### src/rtl/sprite_rom_arbiter.sv
// sprite_rom_arbiter
//   Round-robin arbiter that shares one sprite ROM read port between four
//   character layers. Every cycle, one requesting layer is granted. Its
//   address goes to the ROM in that same cycle. A 2-bit owner tag travels
//   through a ROM_LATENCY-deep pipeline. When the tag leaves the pipeline,
//   the ROM data is registered and returned to that layer with a one-hot
//   rvalid strobe. A new read can start every cycle.
//
// Parameters
//   ROM_LATENCY  ROM read latency in cycles (1..3)
//   ADDR_W       ROM address width
//
// Ports
//   clk          system clock, rising edge
//   rst_n        asynchronous active-low reset
//   frame_start  one-cycle pulse at the start of a frame, sets the pointer to 0
//   req[3:0]     per-layer read request (bit i = layer i+1)
//   addr0..3     ROM index for each layer
//   gnt[3:0]     one-hot grant, combinational
//   rom_rd       ROM read strobe
//   rom_addr     ROM read address (holds its value when idle)
//   rom_data     ROM data, valid ROM_LATENCY cycles after rom_rd
//   rdata        registered return data
//   rvalid[3:0]  one-hot, one-cycle return strobe
//   busy         high while any read is in flight
module sprite_rom_arbiter #(
  parameter int ROM_LATENCY = 1,
  parameter int ADDR_W      = 16
) (
  input  logic              clk,
  input  logic              rst_n,
  input  logic              frame_start,
  input  logic [3:0]        req,
  input  logic [ADDR_W-1:0] addr0,
  input  logic [ADDR_W-1:0] addr1,
  input  logic [ADDR_W-1:0] addr2,
  input  logic [ADDR_W-1:0] addr3,
  output logic [3:0]        gnt,
  output logic              rom_rd,
  output logic [ADDR_W-1:0] rom_addr,
  input  logic [7:0]        rom_data,
  output logic [7:0]        rdata,
  output logic [3:0]        rvalid,
  output logic              busy
);

  logic [1:0]        ptr;
  logic [1:0]        win_idx;
  logic              win_any;
  logic [ADDR_W-1:0] addr_sel;
  logic [ADDR_W-1:0] addr_q;

  logic [ROM_LATENCY-1:0] pipe_vld;
  logic [1:0]             pipe_tag [ROM_LATENCY];

  // Search the layers in order ptr, ptr+1, ... (mod 4). The first layer
  // with a request set wins.
  always_comb begin : arb_search
    logic [1:0] cand;
    // NOTE: every variable gets a default before the loop, so no path leaves it unassigned and no latch is inferred.
    win_any = 1'b0;
    win_idx = ptr;
    cand    = ptr;
    for (int i = 0; i < 4; i++) begin
      cand = ptr + 2'(i);
      if (!win_any && req[cand]) begin
        win_any = 1'b1;
        win_idx = cand;
      end
    end
  end

  always_comb begin
    addr_sel = addr0;
    case (win_idx)
      2'd0: addr_sel = addr0;
      2'd1: addr_sel = addr1;
      2'd2: addr_sel = addr2;
      2'd3: addr_sel = addr3;
      default: addr_sel = addr0;
    endcase
  end

  // Gating with rst_n keeps the ROM port quiet while the block is held in reset.
  assign gnt      = (win_any && rst_n) ? (4'b0001 << win_idx) : 4'b0000;
  assign rom_rd   = |gnt;
  // The address goes straight to the ROM in the grant cycle. In idle cycles
  // the last granted address is held.
  assign rom_addr = rom_rd ? addr_sel : addr_q;
  assign busy     = |pipe_vld;

  // NOTE: sequential state uses non-blocking assignments, so every register samples its pre-edge value.
  always_ff @(posedge clk or negedge rst_n) begin
    if (!rst_n) begin
      ptr    <= 2'd0;
      addr_q <= '0;
    end else begin
      if (frame_start) begin
        ptr <= 2'd0;
      end else if (rom_rd) begin
        ptr <= win_idx + 2'd1;
      end
      if (rom_rd) begin
        addr_q <= addr_sel;
      end
    end
  end

  // Owner-tag pipeline. It lines up with the ROM latency, so the exit stage
  // is valid in the same cycle as the matching rom_data.
  // NOTE: the tag array is small and its reset value is observable, so it is reset like ordinary flops; a large RAM would be left unreset.
  always_ff @(posedge clk or negedge rst_n) begin
    if (!rst_n) begin
      pipe_vld <= '0;
      for (int i = 0; i < ROM_LATENCY; i++) begin
        pipe_tag[i] <= 2'd0;
      end
    end else begin
      pipe_vld[0] <= rom_rd;
      pipe_tag[0] <= win_idx;
      for (int i = 1; i < ROM_LATENCY; i++) begin
        pipe_vld[i] <= pipe_vld[i-1];
        pipe_tag[i] <= pipe_tag[i-1];
      end
    end
  end

  // Return stage: data is registered one cycle after it leaves the ROM.
  always_ff @(posedge clk or negedge rst_n) begin
    if (!rst_n) begin
      rdata  <= 8'h00;
      rvalid <= 4'b0000;
    end else if (pipe_vld[ROM_LATENCY-1]) begin
      rdata  <= rom_data;
      rvalid <= 4'b0001 << pipe_tag[ROM_LATENCY-1];
    end else begin
      rvalid <= 4'b0000;
    end
  end

endmodule

### config.mk
export PLATFORM = sky130hd
export DESIGN_NAME = sprite_rom_arbiter
export DESIGN_NICKNAME = d
export VERILOG_FILES = /design/src/rtl/sprite_rom_arbiter.sv
export SDC_FILE = /design/constraint.sdc
export NUM_CORES = 1
export LEC_CHECK = 0
export CORE_UTILIZATION = 36
export DETAILED_ROUTE_END_ITERATION = 8
export PLACE_DENSITY = 0.9
export SLEW_MARGIN = 20
export SYNTH_ARGS = -nofsm -noshare
export SYNTH_HDL_FRONTEND = slang
export SYNTH_SLANG_ARGS = --single-unit
### constraint.sdc
create_clock -name clk -period 4.82 [get_ports clk]
set_input_delay 1.205 -clock clk [delete_from_list [all_inputs] [get_ports clk]]
set_output_delay 1.205 -clock clk [all_outputs]
set_load 0.1 [all_outputs]
==> impl_results.md, run 1 <==
* Diodes inserted at 0
* Antenna viol nets, final at 0
* Critical path peak fanout at 4
* CP Capture Type: output pin
* Vias per cell at ~5.5
* Startpoint Class: input port
* 1st-iter DRT viols at roughly 240
* Status: complete, but fails checks
* Die Ht at slightly above 70 um
* Dominant cell type by area after synthesis: dfrtp_1
* Synthesized net count at roughly 260
* Final Worst Setup Slack at 0.0839 ns
* Crit Path Category: input port to output pin
* Worst slew pin tran at ~1 ns
* DR vias at around 2000
* Full die area at 0.00498 mm^2
* Instance area at placement at around 0.0032 mm^2
* Boundary pin count at approximately 110
* Final core area utilization at 0.793
* Fraction of layout cells with a size suffix above 1 at 0.305
* Placed Cells at about 340
* Startpoint of the worst hold path: pipe_tag[1]
* Post-Syn Area at between 0.0015 and 0.002 mm^2
* Fillcell total at ~270
* Max-Cap Viols at 0
* FF-to-FF End: ptr[1]
* Core ar. at about 0.0044 mm^2
* Post-route cell area at 0.00352 mm^2
* Post-CTS Hold Buffers at 0
* CP delay by family, top: buffers and inverters
* Wire per inst at approximately 18 um
* VDD IR-drop max at around 420 uV
* Clock skew at approximately 0.0032 ns
* DRC at 8
* Fmax at 211 MHz
* Crit-path max cell delay at ~0.5 ns
* Final Non-Filler Cells at roughly 360
* Power density cells at between 600 and 700 mW/mm^2
* Clock buffer depth at 2
* Die width at 70.6 um
* Pwr Total at 2.18 mW
* Hold Crit Depth at 1
* Synth unique cells at 26
* Setup Total Neg Slack at 0 ns
* Clk pin slew, worst setup/hold paths at around 0.070 ns
* DR pass1 iterations at 9
* Yosys Warn Count at 0
* First-pass GRT wire length at 9.65 mm
* Area fraction of the dominant cell type after synthesis at 0.487
* Mapped Cells at about 170
* Max Transition Viols Final at 0
* Nets at around 390
* Slowest-stage cell, CP: clkdlybuf4s50_1
* Fin crit period at roughly 4.7 ns
* Most common cell after layout, fill and taps aside: clkdlybuf4s50_1
* Ranking of synthesized cells by area: dfrtp_1 49%, a222oi_1 9.5%, a21oi_1 6.5%
* Rows at 24
* Synthesized flop and latch total at 33
* Skew-Pair Late Insertion Delay at between 0.2 and 0.3 ns
* DRT Wirelength at between 6 and 7 mm
* GP Congestion at 0.776
* GRT Util Overall at 0.253
* Initial Util at 0.381
* Worst relative slew slack at 0.348
* Worst Hold End: rvalid[1]
* H-tree level count at 2
* R2R Setup Slk at approximately 2.4 ns
* Vias in the first global route at slightly below 2000
* Largest net degree at the start of global routing at 34
* Synthesis-to-finish area growth at 108%
* Critical path arrival at 3.53 ns
* Number of I/O port buffers at 112
* DPL Wire Length at about 4.3 mm
* CTS Sinks at 33
* Final Cycle Share at 0.983
* Root buf cell: clkbuf_8
* Most frequent cells in the layout: 87 x clkdlybuf4s50_1, 33 x dfrtp_1, 24 x buf_12
* Violated checks: design-rule violations
* Most common cell on crit path: buf_4
* Buf/Inv on CP at 7
* Critical path required time at 3.62 ns
* Leak Pwr at 1.51 nW
* Remaining Overflow, GRT at 0
* TritonCTS buffer count at 5
* CP cell instances: clkdlybuf4s50_1, inv_2, o221ai_1, a21oi_2, buf_4, ha_4, o41ai_4, buf_4, clkbuf_16, buf_4, o21ai_2, buf_12
* Final Hold Fails at 0
* Setup Viol. Count Final at 0
* Initial antenna violation count at 0
* Register area share after synthesis at 0.487
* Reg2Reg Launch Point: ptr[1]
* Worst min path class: register to register
* Pre-CTS WS at -0.102 ns
* R2r worst-path depth at 12
* Mean Syn Cell Area at a little under 10 um^2
* Fin Hold WS at about 0.47 ns
* CTS tree: built
[final cells by class]
class / count / area [um^2] / area share
timing repair buffer: 137 / 1580 / 0.449
multi-input combinational: 121 / 896 / 0.254
sequential: 33 / 826 / 0.234
clock buffer: 5 / 68.8 / 0.0195
clock inverter: 3 / 65.1 / 0.0185
tap: 52 / 65.1 / 0.0185
inverter: 6 / 22.5 / 0.00639
[registers in the layout (all words and copies together), names as in the netlist]
register / count
addr_q: 16
busy: 1
pipe_tag: 2
ptr: 2
rdata: 8
rvalid: 4
[metal layers]
layer  track usage  share of wire  up-vias
met5             0              0        -
met4         0.104          0.031        0
met3        0.0470          0.057       20
met2         0.442           0.53      102
met1         0.309           0.39      928
li1              -              -      909
[power breakdown]
group          total (mW)  switching [mW]  leakage [nW]  internal, mW
Clock               0.313           0.107        0.0681         0.205
Combinational        1.46           0.958          1.03         0.505
Sequential          0.404          0.0400         0.417         0.364
Total                2.18            1.11          1.51          1.07
[logic make-up after synthesis]
logic type                 count (synthesis)  share of synthesized area
adders and majority gates                  5                     0.0369
DFF                                       33                      0.487
muxes                                      8                     0.0532
buffers and inverters                     19                     0.0495
AOI/OAI and AO/OA                         62                      0.259
and+or+nand+nor                           46                      0.114
[cell usage after synthesis]
library cell,count
a21o_1,1
a21oi_1,22
a222oi_1,16
a311oi_1,1
and2_1,4
and3_1,1
and3b_1,1
buf_1,1
buf_2,3
buf_4,2
clkbuf_1,6
clkbuf_2,1
dfrtp_1,33
ha_1,5
inv_1,6
mux2_2,8
nand2_1,19
nor2_1,20
nor3b_1,1
o21ai_0,14
o21ai_1,2
o221ai_1,2
o22a_1,1
o22ai_1,1
o41a_1,1
o41ai_4,1
[what timing repair did]
item / CTS / global route
setup buffers: 7 / 5
resized for setup: 10 / 10
pin swaps: 2 / 6
endpoints found under the hold margin: 0 / 0
gates cloned: 1 / 0
setup endpoints to repair: 17 / 17
[worst max-delay path by stage]
stage / startpoint / to / cells after the start
floorplan: req[2] / rom_addr[10] / 10
global placement: req[1] / rom_addr[2] / 11
detailed placement: req[1] / rom_addr[6] / 11
CTS: req[0] / rom_addr[9] / 12
global route: req[2] / rom_addr[5] / 12
finish: req[2] / rom_addr[9] / 12
No activity file was read; power rests on OpenSTA's default activity.
==> run 2: changes to the inputs <==
- CORE_ASPECT_RATIO: default -> 0.5
==> run 2 against run 1 <==
Effect of this change: the flow now finishes without violations; setup slack worse by 0.029 ns; first-iteration DRC count is 2.5% higher; utilization is 1.9 points lower; final cell count stayed put; design area is 1.8% lower; die area is 0.33% higher; largest cell class unchanged.
==> impl_results.md, run 2 (synthesized netlist as in run 1, its figures left out) <==
* Status: finished clean
* Largest net degree at the start of global routing at 34
* Pre-CTS WS at -0.227 ns
* Critical path required time at 3.62 ns
* Register area at approximately 830 um^2
* H-tree level count at 2
* Worst slew pin tran at 1.00 ns
* Crit Path Category: input port to output pin
* DR pass1 iterations at 7
* Die width at approximately 99 um
* Area of the multi-input gates at between 800 and 900 um^2
* Top Registers: addr_q: 16 flops, rdata: 8 flops, rvalid: 4 flops
* Power density cells at approximately 630 mW/mm^2
* Critical path arrival at 3.56 ns
* CP Capture Type: output pin
* GP Congestion at about 0.8
* Die Ht at 50.5 um
* Synthesis-to-finish area growth at 104%
* Instance area at placement at approximately 0.0032 mm^2
* Max-Cap Viols at 0
* Final Cycle Share at 0.989
* Fillcell total at between 200 and 300
* Core ar. at about 0.0045 mm^2
* Worst min path class: register to register
* Rows at 17
* Worst relative slew slack at 0.330
* Vias in the first global route at roughly 2100
* 1st-iter DRT viols at 245
* Diodes inserted at 0
* Root buf cell: clkbuf_8
* RSZ-0062 raised after global routing: no
* Max reg flops at 16
* Initial antenna violation count at 0
* Most frequent cells in the layout: 87 x clkdlybuf4s50_1, 33 x dfrtp_1, 25 x buf_12
* Register with the most flip-flops: addr_q
* Antenna viol nets, final at 0
* TritonCTS buffer count at 5
* Remaining Overflow, GRT at 0
* Clock skew at about 0.0035 ns
* VDD IR-drop max at ~280 uV
* DR vias at roughly 2100
* DPL Wire Length at 5.00 mm
* Number of I/O port buffers at approximately 110
* Nets at 383
* Fraction of layout cells with a size suffix above 1 at 0.290
* First-pass GRT wire length at between 10 and 15 mm
* R2R Setup Slk at 1.87 ns
* Critical path peak fanout at 18
* Placed Cells at around 340
* Max Transition Viols Final at 0
* Setup Viol. Count Final at 0
* CP cell instances: clkbuf_2, a21oi_1, nor2_1, nor2_1, o22a_2, ha_1, buf_12, o41ai_4, buf_4, buf_12, buf_6, nand2_1, o21ai_2, buf_12
* Startpoint Class: input port
* Most common cell on crit path: buf_12
* DRT Wirelength at 7.39 mm
* CTS Sinks at 33
* CP delay by family, top: buffers and inverters
* DRC at 0
* Post-route cell area at around 0.0035 mm^2
* Post-CTS Hold Buffers at 0
* Fmax at between 200 and 250 MHz
* GRT Util Overall at 0.302
* Skew-Pair Late Insertion Delay at around 0.28 ns
* Vias per cell at a little under 6
* Initial Util at 0.379
* Clock buffer depth at 2
* Boundary pin count at between 100 and 150
* Buf/Inv on CP at 6
* Final Worst Setup Slack at roughly 0.055 ns
* Final Non-Filler Cells at roughly 360
* Fin crit period at between 4 and 5 ns
* Final core area utilization at 0.774
* Wire per inst at 20.7 um
* Clk pin slew, worst setup/hold paths at around 0.070 ns
* Slowest-stage cell, CP: o22a_2
* Full die area at ~0.0050 mm^2
* Final Hold Fails at 0
* CTS tree: built
* Crit-path max cell delay at 0.28 ns
* Most common cell after layout, fill and taps aside: clkdlybuf4s50_1
* Leak Pwr at around 1.5 nW
==> run 2: changes by cell type in the layout (fill, tap and decap cells not counted), sizes merged <==
cell,previous run,this run
dlymetal6s2s,2,0
clkinv,1,0
dlygate4sd2,1,0
clkbuf,6,11
bufbuf,0,1
bufinv,2,1
buf,46,40
==> run 2: repair_timing <==
item	in CTS	in global routing
cloned	2	0
buffers inserted	6	0
endpoints found under the setup margin	17	17
gates resized for setup	14	10
pin swaps	2	2
==> run 2: where the power goes <==
part           internal, mW  total, mW  switching, mW
Sequential            0.365      0.411         0.0464
Clock                 0.169      0.270          0.101
Combinational         0.508       1.49          0.984
==> run 2: path summary, 6_finish.rpt <==
check,from,to,cells after the start
setup reg to reg,ptr[1],ptr[0],13
hold reg to reg,pipe_tag[1],rvalid[1],1
min in group asynchronous,rst_n,addr_q[0],2
max in group asynchronous,rst_n,addr_q[13],2
hold / removal,pipe_tag[1],rvalid[1],1
setup / recovery,req[0],rom_addr[4],14
==> run 2: metal layers <==
| layer | wire length (um) | track usage | part of all wire | vias up |
|---|---|---|---|---|
| met1 | 3000 | 0.379 | 0.41 | 1000 |
| met3 | 589 | 0.0543 | 0.080 | 30 |
| met4 | 277 | 0.122 | 0.037 | 0 |
| li1 | - | - | - | 901 |
| met5 | 0 | 0 | 0 | - |
| met2 | 3530 | 0.524 | 0.48 | 149 |
==> run 2: layout make-up <==
type,instances,share of cell area
clock buffer,7,0.0250
clock inverter,1,0.00868
inverter,6,0.00651
multi-input combinational,121,0.254
sequential,33,0.239
tap,57,0.0206
timing repair buffer,132,0.446
==> run 2: worst reg2reg max path: stages, from the launching register on <==
cell and delay (ns):
dfrtp_1 0.50, a21oi_1 0.15, nor2_1 0.20, nor2_1 0.10, o22a_2 0.28, ha_1 0.23
buf_12 0.16, o41ai_4 0.27, buf_4 0.20, buf_4 0.12, buf_6 0.14, inv_1 0.09
buf_4 0.16, a21oi_1 0.23
==> run 2: metrics by stage <==
step	setup TNS (ns)	power, mW	hold slack [ns]
finish	0	2.17	0.466
global route	0	2.23	0.468
CTS	0	2.15	0.464
detailed placement	-2.46	1.83	0.455
global placement	-0.0356	1.80	0.441
floorplan	0	1.31	0.428
==> run 3: changes to the inputs <==
- GPL_TIMING_DRIVEN: default -> 1
==> results of run 3 <==
Same layout as run 2: the final DEF is identical, and so are final timing and power.
